## src/rtl/multicycle_ctrl_if.sv

```systemverilog
// Memory request/acknowledge port between the main control FSM and the memory.
// master = control FSM, slave = memory side.
interface multicycle_ctrl_if;
  logic o_mem_req;
  logic o_mem_we;
  logic o_addr_sel;
  logic i_mem_ack;

  modport master (output o_mem_req, output o_mem_we, output o_addr_sel, input i_mem_ack);
  modport slave  (input o_mem_req, input o_mem_we, input o_addr_sel, output i_mem_ack);
endinterface

```

## src/rtl/multicycle_ctrl.sv

```systemverilog
// Main control FSM of the multi-cycle RV32I core: sequences fetch, decode, execute,
// memory and writeback, with an ack timeout and sticky fault reporting.
module multicycle_ctrl #(
  parameter int unsigned ACK_TIMEOUT = 16
) (
  input  logic                     i_clk,
  input  logic                     i_rst_n,
  input  logic [6:0]               i_opcode,
  input  logic [2:0]               i_funct3,
  input  logic                     i_zero,
  multicycle_ctrl_if.master        mem,
  output logic                     o_ir_write,
  output logic                     o_mdr_write,
  output logic                     o_pc_write,
  output logic                     o_pc_src,
  output logic [1:0]               o_alu_src_a,
  output logic [1:0]               o_alu_src_b,
  output logic [1:0]               o_alu_op,
  output logic                     o_reg_write,
  output logic                     o_wb_sel,
  output logic                     o_retire,
  output logic [1:0]               o_fault,
  output logic [3:0]               o_state
);

  typedef enum logic [3:0] {
    IDLE     = 4'd0,
    FETCH    = 4'd1,
    DECODE   = 4'd2,
    EXEC_R   = 4'd3,
    EXEC_I   = 4'd4,
    ALU_WB   = 4'd5,
    MEM_ADDR = 4'd6,
    MEM_RD   = 4'd7,
    MEM_WB   = 4'd8,
    MEM_WR   = 4'd9,
    BRANCH   = 4'd10,
    HALT     = 4'd11
  } state_t;

  localparam logic [6:0] OP_R      = 7'b0110011;
  localparam logic [6:0] OP_I      = 7'b0010011;
  localparam logic [6:0] OP_LOAD   = 7'b0000011;
  localparam logic [6:0] OP_STORE  = 7'b0100011;
  localparam logic [6:0] OP_BRANCH = 7'b1100011;

  localparam logic [7:0] TO_LAST = 8'(ACK_TIMEOUT - 1);

  state_t     state_q, state_d;
  logic [7:0] cnt_q, cnt_d;
  logic [1:0] fault_q, fault_d;
  logic       timeout_hit;
  logic       flt_go;
  logic [1:0] flt_code;

  // Count value in the current cycle is (request cycles so far - 1); the last allowed cycle times out.
  assign timeout_hit = (ACK_TIMEOUT != 0) && (cnt_q == TO_LAST);

  always_ff @(posedge i_clk or negedge i_rst_n) begin
    if (!i_rst_n) begin
      state_q <= IDLE;
      cnt_q   <= 8'd0;
      fault_q <= 2'b00;
    end else begin
      state_q <= state_d;
      cnt_q   <= cnt_d;
      fault_q <= fault_d;
    end
  end

  always_comb begin
    state_d        = state_q;
    cnt_d          = 8'd0;
    fault_d        = fault_q;
    flt_go         = 1'b0;
    flt_code       = 2'b00;
    mem.o_mem_req  = 1'b0;
    mem.o_mem_we   = 1'b0;
    mem.o_addr_sel = 1'b0;
    o_ir_write     = 1'b0;
    o_mdr_write    = 1'b0;
    o_pc_write     = 1'b0;
    o_pc_src       = 1'b0;
    o_alu_src_a    = 2'd0;
    o_alu_src_b    = 2'd0;
    o_alu_op       = 2'b00;
    o_reg_write    = 1'b0;
    o_wb_sel       = 1'b0;
    o_retire       = 1'b0;

    case (state_q)
      IDLE: state_d = FETCH;

      FETCH: begin
        mem.o_mem_req = 1'b1;
        o_alu_src_b   = 2'd2;
        if (mem.i_mem_ack) begin
          o_ir_write = 1'b1;
          o_pc_write = 1'b1;
          state_d    = DECODE;
        end else if (timeout_hit) begin
          flt_go   = 1'b1;
          flt_code = 2'b10;
        end else begin
          cnt_d = cnt_q + 8'd1;
        end
      end

      DECODE: begin
        o_alu_src_a = 2'd1;
        o_alu_src_b = 2'd1;
        case (i_opcode)
          OP_R:               state_d = EXEC_R;
          OP_I:               state_d = EXEC_I;
          OP_LOAD, OP_STORE:  state_d = MEM_ADDR;
          OP_BRANCH: begin
            if (i_funct3 == 3'b000 || i_funct3 == 3'b001) begin
              state_d = BRANCH;
            end else begin
              flt_go   = 1'b1;
              flt_code = 2'b11;
            end
          end
          default: begin
            flt_go   = 1'b1;
            flt_code = 2'b01;
          end
        endcase
      end

      EXEC_R: begin
        o_alu_src_a = 2'd2;
        o_alu_op    = 2'b10;
        state_d     = ALU_WB;
      end

      EXEC_I: begin
        o_alu_src_a = 2'd2;
        o_alu_src_b = 2'd1;
        o_alu_op    = 2'b11;
        state_d     = ALU_WB;
      end

      ALU_WB: begin
        o_reg_write = 1'b1;
        o_retire    = 1'b1;
        state_d     = FETCH;
      end

      MEM_ADDR: begin
        o_alu_src_a = 2'd2;
        o_alu_src_b = 2'd1;
        state_d     = (i_opcode == OP_LOAD) ? MEM_RD : MEM_WR;
      end

      MEM_RD, MEM_WR: begin
        mem.o_mem_req  = 1'b1;
        mem.o_mem_we   = (state_q == MEM_WR);
        mem.o_addr_sel = 1'b1;
        if (mem.i_mem_ack) begin
          if (state_q == MEM_RD) begin
            o_mdr_write = 1'b1;
            state_d     = MEM_WB;
          end else begin
            o_retire = 1'b1;
            state_d  = FETCH;
          end
        end else if (timeout_hit) begin
          flt_go   = 1'b1;
          flt_code = 2'b10;
        end else begin
          cnt_d = cnt_q + 8'd1;
        end
      end

      MEM_WB: begin
        o_reg_write = 1'b1;
        o_wb_sel    = 1'b1;
        o_retire    = 1'b1;
        state_d     = FETCH;
      end

      BRANCH: begin
        o_alu_src_a = 2'd2;
        o_alu_op    = 2'b01;
        o_retire    = 1'b1;
        // funct3 000 = BEQ, 001 = BNE; anything else was trapped in DECODE
        if ((i_funct3 == 3'b000) ? i_zero : ~i_zero) begin
          o_pc_write = 1'b1;
          o_pc_src   = 1'b1;
        end
        state_d = FETCH;
      end

      HALT: state_d = HALT;

      default: state_d = IDLE;
    endcase

    if (flt_go) begin
      state_d = HALT;
      if (fault_q == 2'b00) fault_d = flt_code;
    end
  end

  assign o_fault = fault_q;
  assign o_state = state_q;

endmodule

```

## src/flat_wrapper.sv

```systemverilog
// flat-port wrapper written by rule: the top's interface ports become plain ports
module multicycle_ctrl_flat 
#(
  parameter int unsigned ACK_TIMEOUT = 16
)
  (i_clk, i_rst_n, i_opcode, i_funct3, i_zero, o_ir_write, o_mdr_write, o_pc_write, o_pc_src, o_alu_src_a, o_alu_src_b, o_alu_op, o_reg_write, o_wb_sel, o_retire, o_fault, o_state, mem_o_mem_req, mem_o_mem_we, mem_o_addr_sel, mem_i_mem_ack);
  multicycle_ctrl_if mem_i ();
  input  logic i_clk;
  input  logic i_rst_n;
  input  logic [6:0] i_opcode;
  input  logic [2:0] i_funct3;
  input  logic i_zero;
  output logic o_ir_write;
  output logic o_mdr_write;
  output logic o_pc_write;
  output logic o_pc_src;
  output logic [1:0] o_alu_src_a;
  output logic [1:0] o_alu_src_b;
  output logic [1:0] o_alu_op;
  output logic o_reg_write;
  output logic o_wb_sel;
  output logic o_retire;
  output logic [1:0] o_fault;
  output logic [3:0] o_state;
  output wire logic [$bits(mem_i.o_mem_req)-1:0] mem_o_mem_req;
  output wire logic [$bits(mem_i.o_mem_we)-1:0] mem_o_mem_we;
  output wire logic [$bits(mem_i.o_addr_sel)-1:0] mem_o_addr_sel;
  input wire logic [$bits(mem_i.i_mem_ack)-1:0] mem_i_mem_ack;
  assign mem_o_mem_req = mem_i.o_mem_req;
  assign mem_o_mem_we = mem_i.o_mem_we;
  assign mem_o_addr_sel = mem_i.o_addr_sel;
  assign mem_i.i_mem_ack = mem_i_mem_ack;
  multicycle_ctrl #(.ACK_TIMEOUT(ACK_TIMEOUT)) u_core (.i_clk(i_clk), .i_rst_n(i_rst_n), .i_opcode(i_opcode), .i_funct3(i_funct3), .i_zero(i_zero), .mem(mem_i), .o_ir_write(o_ir_write), .o_mdr_write(o_mdr_write), .o_pc_write(o_pc_write), .o_pc_src(o_pc_src), .o_alu_src_a(o_alu_src_a), .o_alu_src_b(o_alu_src_b), .o_alu_op(o_alu_op), .o_reg_write(o_reg_write), .o_wb_sel(o_wb_sel), .o_retire(o_retire), .o_fault(o_fault), .o_state(o_state));
endmodule
```

## config.mk

```make
export PLATFORM = sky130hd
export DESIGN_NAME = multicycle_ctrl_flat
export DESIGN_NICKNAME = d
export VERILOG_FILES = /design/src/rtl/multicycle_ctrl_if.sv /design/src/rtl/multicycle_ctrl.sv /design/src/flat_wrapper.sv
export SDC_FILE = /design/constraint.sdc
export NUM_CORES = 1
export LEC_CHECK = 0
export BUFFER_PORTS_ARGS = -buffer_cell sky130_fd_sc_hd__buf_2
export CAP_MARGIN = 0
export CORE_MARGIN = 3
export CORE_UTILIZATION = 35
export DETAILED_ROUTE_END_ITERATION = 10
export PLACE_DENSITY = 0.6
export SETUP_SLACK_MARGIN = 0.2
export SLEW_MARGIN = 15
export SYNTH_ARGS = -nofsm -noshare
export SYNTH_HDL_FRONTEND = slang
export SYNTH_SLANG_ARGS = --single-unit
```

## constraint.sdc

```tcl
create_clock -name i_clk -period 2.7 [get_ports i_clk]
set_input_delay 0.135 -clock i_clk [delete_from_list [all_inputs] [get_ports i_clk]]
set_output_delay 0.135 -clock i_clk [all_outputs]
set_load 0.01 [all_outputs]
```

==> Yosys cells after proc, flatten, opt, wreduce, memory -nomap -nowiden <==
Cells that the tools add are included.
{ "totals": {"register_bits": 14, "out_inout_bits": 22, "input_bits": 14, "mem_bits_rw": 0, "wordCells": 84, "romBits": 0, "memories": 0, "latch_bits": 0} }
{ "op_classes": {"n_addsub": 1, "muxes": 41, "mul": 0, "bitwise_logic": 1, "n_shift": 0, "n_eq_ne": 22, "reduce_logical": 16, "magnitude_cmp": 0, "div": 0} }
{ "ops": {"columns": ["op", "count"], "rows": [
  ["$pmux W4 S7", 1],
  ["$mux W4", 6],
  ["$mux W8", 3],
  ["$mux W1", 18],
  ["$eq A4 B3 Y1 const B", 4],
  ["$eq A4 B4 Y1 const B", 4],
  ["$pmux W2 S2", 4],
  ["$pmux W4 S4", 1],
  ["$eq A7 B6 Y1 const B", 2],
  ["$reduce_or A4 Y1", 3],
  ["$reduce_or A3 Y1", 3],
  ["$add A8 B1 Y8 const B", 1],
  ["$eq A4 B2 Y1 const B", 2],
  ["$eq A8 B4 Y1 const B", 1],
  ["$pmux W1 S2", 4],
  ["$reduce_or A2 Y1", 4],
  ["$eq A7 B2 Y1 const B", 1],
  ["$eq A7 B5 Y1 const B", 1],
  ["$eq A7 B7 Y1 const B", 1],
  ["$mux W2", 3],
  ["$ne A3 B2 Y1 const B", 2],
  ["$ne A6 B4 Y1 const B", 1],
  ["$pmux W2 S3", 1],
  ["$eq A4 B1 Y1 const B", 1],
  ["other kinds (9)", 9]
]} }

==> Logic depth before layout (Yosys ltp) <==
{ "logic_depth": {"word_depth": 7, "depth_mapped": 6} }

==> Worst setup path after synthesis <==
OpenSTA, ideal clock, no wires.
{ "synth_timing": {"path_type": "register to register", "from": "register u_core.state_q[2], in the netlist u_core.o_state[2]", "to": "register u_core.state_q[1], in the netlist u_core.o_state[1]", "stages_incl_launch_ff": 6, "t_required_ns": 2.574, "arrival_time_ns": 1.488, "path_slack_ns": 1.086, "cell_sequence": "dfrtp_1 -> clkbuf_8 -> and3b_2 -> o21a_1 -> a22o_2 -> a221o_1"} }
{ "synth_between": {"elab_chain_cells": 5, "elab_cells_between_ends": 24, "cone_classes": "eq/ne (15); mux (3); reduce/logical (6)"} }
{ "synth_rtl": {"columns": ["element", "line", "text"], "rows": [
  ["from (decl)", "multicycle_ctrl.sv:49", "state_t state_q, state_d;"],
  ["from (signal assigned)", "multicycle_ctrl.sv:65", "state_q <= state_d;"],
  ["$eq A4 B1 Y1 (tied with other cells)", "multicycle_ctrl.sv:91", "case (state_q)"],
  ["$reduce_or A3 Y1 (no source line)", null, null],
  ["$pmux W1 S2", "multicycle_ctrl.sv:91", null],
  ["$ne A6 B4 Y1 (no source line) (tied with other cells)", null, null],
  ["$reduce_and A4 Y1 (no source line)", null, null]
]} }
Several ways; a longest one is shown, not always the timed one.
A chain may end at the register's enable or synchronous reset.

==> Worst setup path in the final report <==
{ "layout_timing": {"from": "register u_core.state_q[3], in the netlist u_core.o_state[3]", "to": "output mem_o_mem_req"} }
{ "layout_between": {"elab_chain_cells": 3, "elab_cells_between_ends": 5, "cone_classes": "eq/ne (3); mux (1); reduce/logical (1)"} }
{ "layout_rtl": {"columns": ["element", "line", "text"], "rows": [
  ["$eq A4 B1 Y1 (tied with other cells)", "multicycle_ctrl.sv:91", null],
  ["$reduce_or A3 Y1 (no source line) *", null, null],
  ["$mux W1 *", "multicycle_ctrl.sv:91", null],
  ["to (decl)", "flat_wrapper.sv:25", "output wire logic [$bits(mem_i.o_mem_req)-1:0] mem_o_mem_req;"]
]} }
Every way passes the cells marked *; elsewhere a longest branch is shown, timed or not.

==> metrics.txt <==
status complete, no violations; dpl ws 0.819 ns; Gate power share 52.6%; shortest period the worst path allows 2.10 ns; CTS tree yes; period utilisation layout 77.6%; GP Congestion 0.789; CP startpoint kind flip-flop; post-synthesis register bit count 14; Worst-path clk slew 0.09 ns; number of global-route vias before repair 924; antenna cells 0; max cap viols 0; DRT Pass-1 Iters 4; PwrDens 850 nW/µm²; setup ws final 0.604 ns; worst-path cell chain and3b_2 -> o21a_1 -> or2_2 -> buf_2; Longest Clk Path Bufs 2; DP Wirelength 1.93 mm; critical path's largest stage delay 0.74 ns; Final Skew 0.00971 ns; initial DRC count 46; Int Power 0.613 mW; R2R setup slack 0.80 ns; Clk Latency, worst-skew pair 0.28 ns; first-pass GRT wire length 4.29 mm; routed vias 1031; grt total ovfl 0; Clk pwr share 13.1%; Netlist cell types 49; fraction of layout cells with a size suffix above 1 32.9%; Syn Std Cell Area 1120 µm²; cts repair resizes 0; DRC violations left 0; total power after layout 1.13 mW; WL/cell 12.2 µm; endpoints failing setup 0; routed wire length 2.51 mm; Area after DPL 1280 µm²; hold violation count in the final report 0; Final Instance Area 1330 µm²; Flop pwr share 34.3%; Detail Route Antenna Nets 0; critical path class reg2out; placement row count 19; Synth Instances 132; Leak 0.614 nW; H-tree levels 1; VDD IR max 0.401 mV; setup TNS 0 ns; all-layer global routing usage 13.2%; Slowest-stage cell, CP dfrtp_1; asr flop ratio synth 100%; Num Clock Sinks 14; Synth warnings 0; unrepaired setup endpoints after global routing no; die area 3930 µm²; Crit. End Element output port; syn_nets 147; fill cell count 304; clock root buffer master clkbuf_4; critical path arrival 1.96 ns; Final Max Tran Viols 0; f_max 477 MHz; Sw Ratio 45.8%; Layout area overhead 18.5%; EDFF count, synth 0; P_sw 0.519 mW; TritonCTS buffer count 3; DR vias/cell 5.00; worst relative slew slack 58.2%; Final nets 180; I/O pin count 36; Mapped Avg Cell Area 8.51 µm²; Die Wd 62.7 µm; critical path data required time 2.57 ns; Slew @ Worst Pin 0.627 ns; die height 62.7 µm; post-CTS setup buffers 0; sequential cell area fraction in the yosys report 31.2%; CP max FO 18; HP Class in2reg; largest net degree at the start of global routing 21; core box area 2900 µm²; ys flop type dfrtp_1; port bufs 35; Initial Utilization 38.7%; initial antenna violation count 0; hold_ws 0.186 ns
## synthesized netlist by cell type, types with 3 or more instances
cell type,number,area share [%]
dfrtp_1,14,31
o21ai_0,8,3.6
nand3_1,3,1.3
a21oi_1,5,2.2
nor2_1,19,6.3
nand2_1,9,3.0
nand2b_1,4,2.2
clkbuf_8,3,3.7
xnor2_1,5,3.9
nor3_1,7,3.1
inv_1,3,1.0
nor2b_1,3,1.7
xor2_1,3,2.3
o21a_1,3,2.0
## metrics by stage
step	std cells	utilization, %
2_1_floorplan	132	-
3_3_place_gp	201	44.3
3_5_place_dp	201	44.3
4_1_cts	206	45.9
5_1_grt	206	45.9
6_report	206	45.9
## state kept, by name (all words and copies together), names as in the netlist
name            count
u_core.o_fault      2
u_core.o_state      4
u_core.cnt_q        8
## path summary, 6_finish.rpt
path / from / end / cells past startpoint
worst max-delay path: u_core.o_state[3] / mem_o_mem_req / 4
worst min-delay path: i_opcode[5] / u_core.o_state[3] / 3
worst max register to register: u_core.o_state[3] / u_core.o_state[1] / 4
worst min register to register: u_core.cnt_q[0] / u_core.cnt_q[0] / 1
max in group asynchronous: i_rst_n / u_core.o_fault[0] / 2
min in group asynchronous: i_rst_n / u_core.cnt_q[3] / 2
## per-layer routing
layer,up-vias,wire length (µm),global-route usage [%]
li1,534,-,-
met3,4,118,3.60
met1,472,1220,18.2
met2,21,1140,20.0
met5,-,0,0
met4,0,25,4.13
## power groups by stage
stage          clock network (mW)  registers (mW)  logic (mW)
2_1_floorplan                   0           0.289       0.550
3_5_place_dp                    0           0.393       0.600
3_3_place_gp                    0           0.385       0.604
6_report                    0.148           0.388       0.596
4_1_cts                     0.152           0.388       0.605
5_1_grt                     0.164           0.403       0.668
## cell usage in the layout, fill, tap and decap left out, drive strengths merged, types with 2 or more instances in the layout
cell | netlist | final
buf | 4 | 35
nor2 | 21 | 21
dfrtp | 14 | 14
nand2 | 9 | 9
o21ai | 9 | 9
nor3 | 7 | 7
a21oi | 5 | 5
xnor2 | 5 | 5
nand2b | 4 | 4
clkbuf | 4 | 4
o21a | 3 | 3
nor2b | 3 | 3
nand3 | 3 | 3
xor2 | 3 | 3
inv | 3 | 3
and2 | 3 | 3
and3 | 3 | 3
or2 | 2 | 2
a21o | 2 | 2
a22oi | 2 | 2
o21bai | 2 | 2
a221o | 2 | 2
nor4b | 2 | 2
## layout make-up
| cell class | count | area, µm² | share of cell area, % |
|---|---|---|---|
| Multi-Input combinational cell | 107 | 696 | 52.3 |
| Inverter | 3 | 11.3 | 0.846 |
| Sequential cell | 14 | 350 | 26.3 |
| Clock buffer | 4 | 36.3 | 2.73 |
| Tap cell | 42 | 52.6 | 3.95 |
| Timing Repair Buffer | 36 | 185 | 13.9 |
## worst max-delay path: cells and delay by family (launching register included)
kind,cells,cell delay (ns)
buffers and inverters,1,0.14
flip-flops,1,0.74
AO/OA/AOI/OAI,1,0.20
AND/OR/NAND/NOR,2,0.59
## repair_timing
item	4_1_cts	5_1_grt
endpoints found under the hold margin	14	0
hold buffers	1	0
setup endpoints to repair	0	0
## logic make-up after synthesis
family / share of synthesized area [%]
flops: 31.2
buf+inv: 6.90
xor+xnor: 6.24
mux: 0.891
fa+ha+maj: 1.11
compound gates: 20.3
simple gates: 33.4
(Power assumes the default switching activity.)
